<file path="src/rtl/uart_rx_deframer.sv">
// ---------------------------------------------------------------------------
// uart_rx_deframer
//
// Purpose:
//   Parametrised UART receive deframer. The serial line is oversampled on an
//   external sample_tick (OVERSAMPLE ticks per bit period). The block checks
//   the start bit at its centre, shifts WORD_LENGTH data bits in LSB-first,
//   optionally checks a parity bit and then samples the stop bit. Each
//   finished word is held in an output buffer under a valid/ack handshake.
//
// Optional feature (compile-time macro):
//   UART_RX_PARITY_EN - when defined, a parity bit is expected between the
//                       last data bit and the stop bit, and parity_error
//                       reports a mismatch. When undefined, the frame is
//                       start + data + stop and parity_error is tied to 0.
//
// Parameters:
//   WORD_LENGTH  data bits per frame (5..9)
//   OVERSAMPLE   sample_tick pulses per bit period (even, >= 4)
//   PARITY_ODD   0 = even parity, 1 = odd parity (parity build only)
//
// Ports:
//   clk            in   system clock
//   reset          in   asynchronous, active-high reset
//   sample_tick    in   1-clk enable at OVERSAMPLE x baud
//   SerialDataIn   in   serial line, idle high, already synchronised
//   rx_ack         in   host consumes the buffered word
//   DataRX         out  received word, stable while rx_valid = 1
//   rx_valid       out  buffered word available
//   parity_error   out  parity mismatch for the buffered word
//   framing_error  out  stop bit sampled 0 for the buffered word
//   overrun        out  sticky: a word was overwritten before rx_ack
//   rx_busy        out  receiver is in any state other than IDLE
// ---------------------------------------------------------------------------
module uart_rx_deframer #(
    parameter int WORD_LENGTH = 8,
    parameter int OVERSAMPLE  = 16,
    parameter int PARITY_ODD  = 0
) (
    input  logic                   clk,
    input  logic                   reset,
    input  logic                   sample_tick,
    input  logic                   SerialDataIn,
    input  logic                   rx_ack,
    output logic [WORD_LENGTH-1:0] DataRX,
    output logic                   rx_valid,
    output logic                   parity_error,
    output logic                   framing_error,
    output logic                   overrun,
    output logic                   rx_busy
);

    localparam int TCW = $clog2(OVERSAMPLE);
    localparam int BCW = $clog2(WORD_LENGTH);

    // Tick count at which the start bit centre is reached (half a bit in).
    localparam logic [TCW-1:0] HALF_LAST = TCW'(OVERSAMPLE / 2 - 1);
    // Tick count at which the centre of every following bit is reached.
    localparam logic [TCW-1:0] BIT_LAST  = TCW'(OVERSAMPLE - 1);
    localparam logic [BCW-1:0] WORD_LAST = BCW'(WORD_LENGTH - 1);

`ifdef UART_RX_PARITY_EN
    typedef enum logic [2:0] {
        ST_IDLE   = 3'd0,
        ST_START  = 3'd1,
        ST_DATA   = 3'd2,
        ST_PARITY = 3'd3,
        ST_STOP   = 3'd4
    } state_t;
`else
    typedef enum logic [2:0] {
        ST_IDLE   = 3'd0,
        ST_START  = 3'd1,
        ST_DATA   = 3'd2,
        ST_STOP   = 3'd4
    } state_t;
`endif

    // Expected parity bit for a received word.
    function automatic logic parity_expected(input logic [WORD_LENGTH-1:0] data);
        parity_expected = (^data) ^ PARITY_ODD[0];
    endfunction

    state_t                 state_r,    state_s;
    logic [TCW-1:0]         tick_cnt_r, tick_cnt_s;
    logic [BCW-1:0]         bit_cnt_r,  bit_cnt_s;
    logic [WORD_LENGTH-1:0] shift_r,    shift_s;
    // Set once the line has been sampled high; a start is accepted only then,
    // so a line stuck low after a framing error cannot retrigger a frame.
    logic                   armed_r,    armed_s;
    logic                   commit_s;
    logic                   frame_err_s;
    logic                   ack_s;

    logic [WORD_LENGTH-1:0] data_rx_r;
    logic                   rx_valid_r;
    logic                   framing_error_r;
    logic                   overrun_r;
    logic                   rx_busy_r;

`ifdef UART_RX_PARITY_EN
    logic                   par_err_r, par_err_s;
    logic                   parity_error_r;
`endif

    // Receiver state register and counters.
    always_ff @(posedge clk or posedge reset) begin
        if (reset) begin
            state_r    <= ST_IDLE;
            tick_cnt_r <= '0;
            bit_cnt_r  <= '0;
            shift_r    <= '0;
            armed_r    <= 1'b0;
`ifdef UART_RX_PARITY_EN
            par_err_r  <= 1'b0;
`endif
        end else begin
            state_r    <= state_s;
            tick_cnt_r <= tick_cnt_s;
            bit_cnt_r  <= bit_cnt_s;
            shift_r    <= shift_s;
            armed_r    <= armed_s;
`ifdef UART_RX_PARITY_EN
            par_err_r  <= par_err_s;
`endif
        end
    end

    // Next-state, counter and shift logic; everything advances only on a tick.
    always_comb begin
        state_s     = state_r;
        tick_cnt_s  = tick_cnt_r;
        bit_cnt_s   = bit_cnt_r;
        shift_s     = shift_r;
        armed_s     = armed_r;
        commit_s    = 1'b0;
        frame_err_s = 1'b0;
`ifdef UART_RX_PARITY_EN
        par_err_s   = par_err_r;
`endif
        if (sample_tick) begin
            case (state_r)
                ST_IDLE: begin
                    if (SerialDataIn) begin
                        armed_s = 1'b1;
                    end else if (armed_r) begin
                        state_s    = ST_START;
                        tick_cnt_s = '0;
                        armed_s    = 1'b0;
                    end else begin
                        armed_s = armed_r;
                    end
                end
                ST_START: begin
                    if (tick_cnt_r == HALF_LAST) begin
                        tick_cnt_s = '0;
                        if (SerialDataIn) begin
                            // Line back high at start centre: glitch, drop it.
                            state_s = ST_IDLE;
                            armed_s = 1'b1;
                        end else begin
                            state_s   = ST_DATA;
                            bit_cnt_s = '0;
                        end
                    end else begin
                        tick_cnt_s = tick_cnt_r + TCW'(1);
                    end
                end
                ST_DATA: begin
                    if (tick_cnt_r == BIT_LAST) begin
                        tick_cnt_s = '0;
                        // LSB arrives first, so each bit enters at the MSB.
                        shift_s    = {SerialDataIn, shift_r[WORD_LENGTH-1:1]};
                        if (bit_cnt_r == WORD_LAST) begin
`ifdef UART_RX_PARITY_EN
                            state_s = ST_PARITY;
`else
                            state_s = ST_STOP;
`endif
                        end else begin
                            bit_cnt_s = bit_cnt_r + BCW'(1);
                        end
                    end else begin
                        tick_cnt_s = tick_cnt_r + TCW'(1);
                    end
                end
`ifdef UART_RX_PARITY_EN
                ST_PARITY: begin
                    if (tick_cnt_r == BIT_LAST) begin
                        tick_cnt_s = '0;
                        par_err_s  = (SerialDataIn != parity_expected(shift_r));
                        state_s    = ST_STOP;
                    end else begin
                        tick_cnt_s = tick_cnt_r + TCW'(1);
                    end
                end
`endif
                ST_STOP: begin
                    if (tick_cnt_r == BIT_LAST) begin
                        tick_cnt_s  = '0;
                        commit_s    = 1'b1;
                        frame_err_s = ~SerialDataIn;
                        armed_s     = SerialDataIn;
                        state_s     = ST_IDLE;
                    end else begin
                        tick_cnt_s = tick_cnt_r + TCW'(1);
                    end
                end
                default: begin
                    state_s    = ST_IDLE;
                    tick_cnt_s = '0;
                    bit_cnt_s  = '0;
                    armed_s    = 1'b0;
                end
            endcase
        end else begin
            state_s = state_r;
        end
    end

    // A host ack only counts while a word is actually buffered.
    assign ack_s = rx_ack & rx_valid_r;

    // Output buffer, handshake flags and busy indicator.
    always_ff @(posedge clk or posedge reset) begin
        if (reset) begin
            data_rx_r       <= '0;
            rx_valid_r      <= 1'b0;
            framing_error_r <= 1'b0;
            overrun_r       <= 1'b0;
            rx_busy_r       <= 1'b0;
`ifdef UART_RX_PARITY_EN
            parity_error_r  <= 1'b0;
`endif
        end else begin
            rx_busy_r <= (state_s != ST_IDLE);
            if (commit_s) begin
                data_rx_r       <= shift_r;
                framing_error_r <= frame_err_s;
                rx_valid_r      <= 1'b1;
`ifdef UART_RX_PARITY_EN
                parity_error_r  <= par_err_r;
`endif
                // Overwriting an unacknowledged word loses it; an ack on the
                // same edge means the old word was taken, so nothing is lost.
                if (rx_valid_r && !rx_ack) begin
                    overrun_r <= 1'b1;
                end else if (ack_s) begin
                    overrun_r <= 1'b0;
                end else begin
                    overrun_r <= overrun_r;
                end
            end else if (ack_s) begin
                rx_valid_r <= 1'b0;
                overrun_r  <= 1'b0;
            end else begin
                rx_valid_r <= rx_valid_r;
            end
        end
    end

    assign DataRX        = data_rx_r;
    assign rx_valid      = rx_valid_r;
    assign framing_error = framing_error_r;
    assign overrun       = overrun_r;
    assign rx_busy       = rx_busy_r;
`ifdef UART_RX_PARITY_EN
    assign parity_error  = parity_error_r;
`else
    assign parity_error  = 1'b0;
`endif

endmodule

</file>
<file path="config.mk">
export PLATFORM = sky130hd
export DESIGN_NAME = uart_rx_deframer
export DESIGN_NICKNAME = d
export VERILOG_FILES = /design/src/rtl/uart_rx_deframer.sv
export SDC_FILE = /design/constraint.sdc
export NUM_CORES = 1
export LEC_CHECK = 0
export ABC_AREA = 1
export ABC_CLOCK_PERIOD_IN_PS = 2770
export CAP_MARGIN = 15
export CORE_ASPECT_RATIO = 1.1
export CORE_MARGIN = 2
export CORE_UTILIZATION = 45
export DETAILED_ROUTE_END_ITERATION = 16
export HOLD_SLACK_MARGIN = 0.08
export PLACE_DENSITY = 0.67
export SLEW_MARGIN = 40
export SYNTH_ARGS = -nofsm -noshare
export SYNTH_HDL_FRONTEND = slang
export SYNTH_SLANG_ARGS = --single-unit
</file>
<file path="constraint.sdc">
create_clock -name clk -period 2.77 [get_ports clk]
set_input_delay 0.277 -clock clk [delete_from_list [all_inputs] [get_ports clk]]
set_output_delay 0.277 -clock clk [all_outputs]
set_load 0.01 [all_outputs]
</file>
Word-level counts from Yosys, hierarchy flattened

Cells that the tools add are included.

Bits in writable memories: 0
Bits of input ports: 5
Word-level logic and storage cells: 76
Memory bits (read-only): 0
Bits in latches: 0
Flip-flop bits (word level): 31
Memories kept: 0

Magnitude comparators: 0
Eq/ne operators: 14
Div/mod/pow operators: 0
Bitwise logic cells: 4
Add/subtract/negate cells: 2
Shifts and indexed selects: 0
Multipliers: 0
Mux-type cells: 35
Reductions and logical operators: 11

Operator list:

| operator                                                              | count |
|---|---|
| 3-bit 2-to-1 mux                                                      | 11 |
| 4-bit 2-to-1 mux                                                      | 4 |
| 2-bit inequality test, second input constant                          | 8 |
| 1-bit 2-to-1 mux                                                      | 15 |
| 3-bit case mux with 4 select lines                                    | 1 |
| 4-bit case mux with 3 select lines                                    | 1 |
| 3-bit case mux with 3 select lines                                    | 1 |
| 3-bit equality test, second input constant                            | 2 |
| 3-bit AND reduction                                                   | 2 |
| 6-bit AND reduction                                                   | 1 |
| 5-bit AND reduction                                                   | 1 |
| 4-bit by 1-bit adder with 4-bit output, second input constant         | 1 |
| 4-bit by 3-bit equality test with 1-bit output, second input constant | 1 |
| 4-bit equality test, second input constant                            | 1 |
| 1-bit case mux with 4 select lines                                    | 1 |
| 2-bit OR reduction                                                    | 2 |
| 3-bit by 1-bit adder with 3-bit output, second input constant         | 1 |
| 3-bit by 1-bit equality test with 1-bit output, second input constant | 1 |
| 3-bit by 2-bit equality test with 1-bit output, second input constant | 1 |
| 3-bit zero test                                                       | 1 |
| 1-bit NOT                                                             | 3 |
| 3-bit nonzero test                                                    | 1 |
| 2-bit 2-to-1 mux                                                      | 1 |
| 2-bit nonzero test                                                    | 1 |
| other kinds (3)                                                       | 3 |

Logic depth before layout (Yosys ltp)

Gate-level depths: netlist (run 1).

Word-level depth: 6
Depth in mapped cells: 9
Mapped depth without buffers: 9

Worst setup path before layout (run 1)

OpenSTA, ideal clock, no wires.

Path kind: register to register
From: reg tick_cnt_r[0]
To: reg data_rx_r[0], in the netlist DataRX[0]
Cell stages (with the launch flop): 8
Path slack: 1363 ps
Data required time: 2653 ps
Clock period less this slack: 1407 ps
Arrival: 1291 ps
Buffers on the path: 1
Cell sequence: dfrtp_1 -> ha_1 -> nand3_4 -> nor3_4 -> inv_2 -> buf_6 -> nand2_1 -> nand2_1

Longest elaborated chain between the ends: 4

RTL lines:

| item                   | RTL line | RTL |
|---|---|---|
| from (decl)            | 85       | `logic [TCW-1:0] tick_cnt_r, tick_cnt_s;` |
| from (signal assigned) | 119      | `tick_cnt_r <= tick_cnt_s;` |
| 4-bit equality test    | 199      | `if (tick_cnt_r == BIT_LAST) begin` |
| 1-bit 2-to-1 mux       | 199      |  |
| 1-bit 2-to-1 mux       | 142      | `case (state_r)` |
| 1-bit 2-to-1 mux       | 141      | `if (sample_tick) begin` |
| to (signal assigned)   | 238      | `data_rx_r <= shift_r;` |
| to (decl)              | 95       | `logic [WORD_LENGTH-1:0] data_rx_r;` |

No other way between the ends.
A chain may end at the register's enable or synchronous reset.

Worst setup path in the final report (run 1)

From: reg tick_cnt_r[0]
To: reg bit_cnt_r[0]

Longest elaborated chain between the ends: 3

RTL lines:

| item                                                                                  | RTL line | RTL |
|---|---|---|
| 4-bit equality test or 4-bit by 3-bit equality test with 1-bit output (tied branches) | 170, 155 |  |
| 2-bit inequality test (no source line)                                                | --       |  |
| 6-bit AND reduction (no source line) *                                                | --       |  |
| to (signal assigned)                                                                  | 120      | `bit_cnt_r <= bit_cnt_s;` |
| to (decl)                                                                             | 86       | `logic [BCW-1:0] bit_cnt_r, bit_cnt_s;` |

Every way passes the cells marked *; elsewhere a longest branch is shown, timed or not.

==> results.json, run 1 <==
{
  "gr-total-overflow": 0,
  "worstPathArrival_ns": 1.79,
  "synth-compound-area-share_pct": 13.7,
  "endpoint_kind": "flip-flop",
  "setup_tns_ns": 0,
  "cts_num_sinks": 31,
  "antenna_found_initial": 0,
  "first_pass_iters": 4,
  "p_total_mw": 1.16,
  "core_um2": 3280,
  "period_share_pct": 57.3,
  "synth_fa_ha_area_share_pct": 2.48,
  "syn_nets": 184,
  "crit_chain": "ha_1 > nand3_1 > o21ai_1 > nand3_1 > nand2_1 > o21ai_1",
  "outcome": "finished clean",
  "cellPowerDensity_nw_per_um2": 663,
  "post-cts-setup-buffers": 0,
  "clock_path_buffers": 2,
  "dpl.hpwl_um": 1970,
  "power_leakage_nw": 0.856,
  "ys_types": 24,
  "initial_core_util_pct": 46.2,
  "port_buffers": 16,
  "critPathTopFamily": "simple AND/OR/NAND/NOR gates",
  "setup_viol": 0,
  "cts_tree": "done",
  "ys_ff_latch": 31,
  "insertion_delay_ns": 0.33,
  "holdBufCountCts": 0,
  "die_h_um": 64.8,
  "synthSimpleGateAreaFrac_pct": 22.5,
  "start_kind": "flip-flop",
  "slowest_delay_ns": 0.41,
  "htree_levels": 2,
  "wl_per_cell_um": 11.7,
  "finalNonFillerCells": 232,
  "drtIter0Drc": 53,
  "placed_cells": 225,
  "vias": 1188,
  "muxShareOfSynthArea_pct": 0,
  "antenna_left": 0,
  "worst_ir_drop_vdd_mv": 0.465,
  "cts-buffers-inserted": 5,
  "clkTransAtPathRegs_ns": 0.10,
  "max_freq_ghz": 0.630,
  "syn_inst": 176,
  "seq_area_frac_synth_pct": 51.2,
  "path_max_fanout": 6,
  "die_width_um": 59.3,
  "finalHoldViolCount": 0,
  "whs_ns": 0.312,
  "drv_slew": 0,
  "synth_top_family_by_area": "simple AND/OR/NAND/NOR gates",
  "gp_congestion": 0.822,
  "grt_max_degree": 32,
  "area_growth_pct": 15.5,
  "rsz0062_at_grt": "no",
  "path_buf_inv": 0,
  "drv_cap": 0,
  "fin_util_pct": 53.4,
  "drive_gt1_share_pct": 13.8,
  "wl_um": 2700,
  "grt_pass1_vias": 1159,
  "fin_crit_ns": 1.59,
  "fin_nets": 204,
  "skew_ns": 0.0132,
  "clockRootBuffer": "clkbuf_4",
  "worstSetupPathType": "flip-flop to flip-flop",
  "syn_avg_cell_area_um2": 8.60,
  "num_rows": 22,
  "track_usage_pct": 16.9,
  "io_pins": 18,
  "synthesis.area_um2": 1510,
  "cts_resized": 0,
  "ys_warn_count": 0,
  "die-area_um2": 3850,
  "grt_pass1_wl_um": 4860,
  "drc": 0,
  "via_per_inst": 5.12,
  "diodes": 0,
  "hold_path.class": "primary input to asynchronous set/reset pin",
  "synth_xor_xnor_area_share_pct": 0.579,
  "critPathSlowestCell": "dfrtp_1",
  "cp.required_ns": 2.98
}
-- layer usage --
metal | track usage [%] | part of all wire, % | vias to the layer above | wire, µm
li1 | - | - | 591 | -
met1 | 18.2 | 43 | 565 | 1160
met2 | 28.8 | 50 | 27 | 1350
met3 | 6.39 | 5.3 | 5 | 143
met4 | 7.67 | 1.9 | 0 | 51
met5 | 0 | 0 | - | 0
-- final cells by class --
type	count	area, µm²
Fill cell	308	1530
Sequential cell	31	776
Multi-Input combinational cell	113	598
Timing Repair Buffer	17	168
Inverter	28	105
Clock buffer	6	51.3
Tap cell	36	45.0
Clock inverter	1	5.00
-- state kept, by name (all words and copies together), names as in the netlist, named ones only --
register       cells
rx_valid           1
framing_error      1
shift_r            8
DataRX             8
rx_busy            1
bit_cnt_r          3
tick_cnt_r         4
state_r            3
armed_r            1
-- worst register-to-register path: stages (launching register included) --
cell	delay, ns
dfrtp_1	0.41
ha_1	0.30
nand3_1	0.19
o21ai_1	0.19
nand3_1	0.21
nand2_1	0.11
o21ai_1	0.06
-- where the power goes --
group | switching (mW) | internal (mW)
combinational | 0.212 | 0.129
clock | 0.150 | 0.117
sequential | 0.0436 | 0.506
-- kinds of logic after synthesis --
group	count (synthesis)
and+or+nand+nor	75
AOI/OAI and AO/OA	33
buffers and inverters	32
adders and majority gates	3
xor gates and xnor gates	1
other	1
DFF	31
-- final timing paths --
kind                          startpoint            to  slack [ns]  depth (start not counted)
max in group asynchronous          reset  bit_cnt_r[2]        2.17                          3
min in group clk               DataRX[0]     DataRX[0]        0.49                          2
setup / recovery           tick_cnt_r[0]  bit_cnt_r[0]        1.18                          6
setup reg to reg           tick_cnt_r[0]  bit_cnt_r[0]        1.18                          6
hold / removal                     reset     DataRX[3]        0.31                          3
hold reg to reg                DataRX[0]     DataRX[0]        0.49                          2
-- cells in the mapped netlist --
library cell  instances  area, µm²
buf_4                 1       7.51
conb_1                1       3.75
nand4_1               2       12.5
ha_1                  3       37.5
xor2_1                1       8.76
o21ai_0               5       25.0
a21oi_1               5       25.0
nor2_1                8       30.0
buf_6                 2       22.5
nand2_1              49        184
nand3_4               1       17.5
nor2_4                1       11.3
or2_2                 1       6.26
nor3_4                1       16.3
nand3_1              10       50.1
o21ai_1              11       55.1
dfrtp_1              31        776
inv_1                25       93.8
nor2_2                1       6.26
buf_2                 1       5.00
inv_2                 3       11.3
o21ai_2              10       87.6
a22oi_1               2       15.0
nand2_2               1       6.26
-- placed cells by master (no fill, tap or decap), drive strengths merged, types with 2 or more instances in the layout --
cell | netlist | layout
nand4 | 2 | 2
nor2 | 10 | 10
inv | 28 | 28
clkbuf | 0 | 6
nand3 | 11 | 11
clkdlybuf4s50 | 0 | 16
a21oi | 5 | 5
a22oi | 2 | 2
dfrtp | 31 | 31
o21ai | 26 | 26
nand2 | 50 | 50
ha | 3 | 3
-- stage by stage --
step	instance area, µm²	worst slack, ns
6_report	1750	1.18
5_1_grt	1750	0.975
4_1_cts	1750	1.18
3_5_place_dp	1690	0.944
3_3_place_gp	1690	1.00
2_1_floorplan	1510	1.36
No activity file was read; power rests on OpenSTA's default activity.
==> run 2: changes to the inputs <==
- ABC_CLOCK_PERIOD_IN_PS: 2770 -> 1600
- clock period: 2.77 -> 1.6 ns (I/O delays scaled with it)
==> run 2 against run 1 <==
- flip-flop and latch count unchanged
- fmax up 8.0%
- cell area grew 3.4%
- critical endpoint is now bit_cnt_r[1]
==> results.json, run 2 (synthesis results as in run 1) <==
{
  "io_pins": 18,
  "setup_viol": 0,
  "placed_area_um2": 1710,
  "grt_max_degree": 32,
  "vias": 1149,
  "final_common_cell": "nand2_1",
  "drv_cap": 0,
  "grt_pass1_vias": 1115,
  "htree_levels": 2,
  "num_rows": 22,
  "fin_nets": 206,
  "p_total_mw": 2.19,
  "die-area_um2": 3850,
  "cp.required_ns": 1.83,
  "post-place-ws_ns": 0.0562,
  "initial_core_util_pct": 46.2,
  "clock_path_buffers": 2,
  "nFillCells": 317,
  "drv_slew": 0,
  "outcome": "finished clean",
  "path_max_fanout": 6,
  "worstSetupPathType": "flip-flop to flip-flop",
  "diodes": 0,
  "hold_path.class": "primary input to asynchronous set/reset pin",
  "die_width_um": 59.3,
  "max_freq_ghz": 0.681,
  "holdBufCountCts": 0,
  "wl_um": 2670,
  "endpoint_kind": "flip-flop",
  "area_growth_pct": 19.4,
  "skew_ns": 0.00843,
  "antenna_found_initial": 0,
  "grt_pass1_wl_um": 4840,
  "setup_ws_ns": 0.131,
  "cts-buffers-inserted": 5,
  "period_share_pct": 91.8,
  "cellPowerDensity_nw_per_um2": 1210,
  "drc": 0,
  "dpl.hpwl_um": 1960,
  "finalHoldViolCount": 0,
  "final_cell_mix": "49 x nand2_1, 31 x dfrtp_1, 25 x inv_1",
  "wl_per_cell_um": 11.3,
  "cts_tree": "done",
  "final_cell_area_um2": 1810,
  "die_h_um": 64.8,
  "worst_ir_drop_vdd_mv": 0.889,
  "setup_tns_ns": 0,
  "finalNonFillerCells": 235,
  "power_leakage_nw": 0.894,
  "port_buffers": 16,
  "cts_num_sinks": 31,
  "track_usage_pct": 16.8,
  "gr-total-overflow": 0,
  "rsz0062_at_grt": "no",
  "clkTransAtPathRegs_ns": 0.10,
  "drive_gt1_share_pct": 16.1,
  "antenna_left": 0,
  "via_per_inst": 4.89,
  "core_um2": 3280,
  "gp_congestion": 0.820,
  "worstPathArrival_ns": 1.70,
  "fin_crit_ns": 1.47,
  "clockRootBuffer": "clkbuf_4",
  "placed_cells": 227,
  "drtIter0Drc": 45,
  "fin_util_pct": 55.2,
  "insertion_delay_ns": 0.33,
  "first_pass_iters": 4,
  "whs_ns": 0.195,
  "start_kind": "flip-flop"
}
==> run 2: what timing repair did <==
item,CTS,global route
setup buffers,0,0
endpoints found under the setup margin,0,23
gates resized for setup,0,5
==> run 2: worst max-delay path: stages, from the launching register on <==
cell	delay [ns]
dfrtp_1	0.41
ha_1	0.21
ha_1	0.19
o21ai_0	0.23
nand3_2	0.16
nand2_1	0.09
o21ai_1	0.07
==> run 2: area by class of cell <==
class / count / area [µm²] / area share [%]
Clock inverter: 2 / 35.0 / 1.94
Sequential cell: 31 / 776 / 42.9
Inverter: 28 / 108 / 5.95
Timing Repair Buffer: 19 / 183 / 10.1
Multi-Input combinational cell: 113 / 611 / 33.8
Clock buffer: 6 / 51.3 / 2.84
Tap cell: 36 / 45.0 / 2.49
==> run 2: report_power, final <==
group          switching, mW  leakage [nW]  internal, mW  total, mW
Sequential            0.0758         0.408         0.877      0.953
Combinational          0.372         0.438         0.230      0.602
Clock                  0.271        0.0482         0.369      0.640
Total                  0.719         0.894          1.48       2.19
==> run 2: path summary, 6_finish.rpt <==
check	end	depth (start not counted)	from	slack, ns
setup / recovery	bit_cnt_r[1]	6	bit_cnt_r[0]	0.13
hold / removal	bit_cnt_r[1]	3	reset	0.20
setup reg to reg	bit_cnt_r[1]	6	bit_cnt_r[0]	0.13
hold reg to reg	DataRX[2]	2	DataRX[2]	0.49
max in group asynchronous	shift_r[6]	3	reset	1.12
min in group clk	rx_valid	2	rx_ack	0.41
==> run 2: metal layers <==
layer / GRT usage, % / part of all wire [%]
met3: 5.39 / 5.1
met4: 7.10 / 2.3
met2: 26.4 / 48
met5: 0 / 0
met1: 21.1 / 44
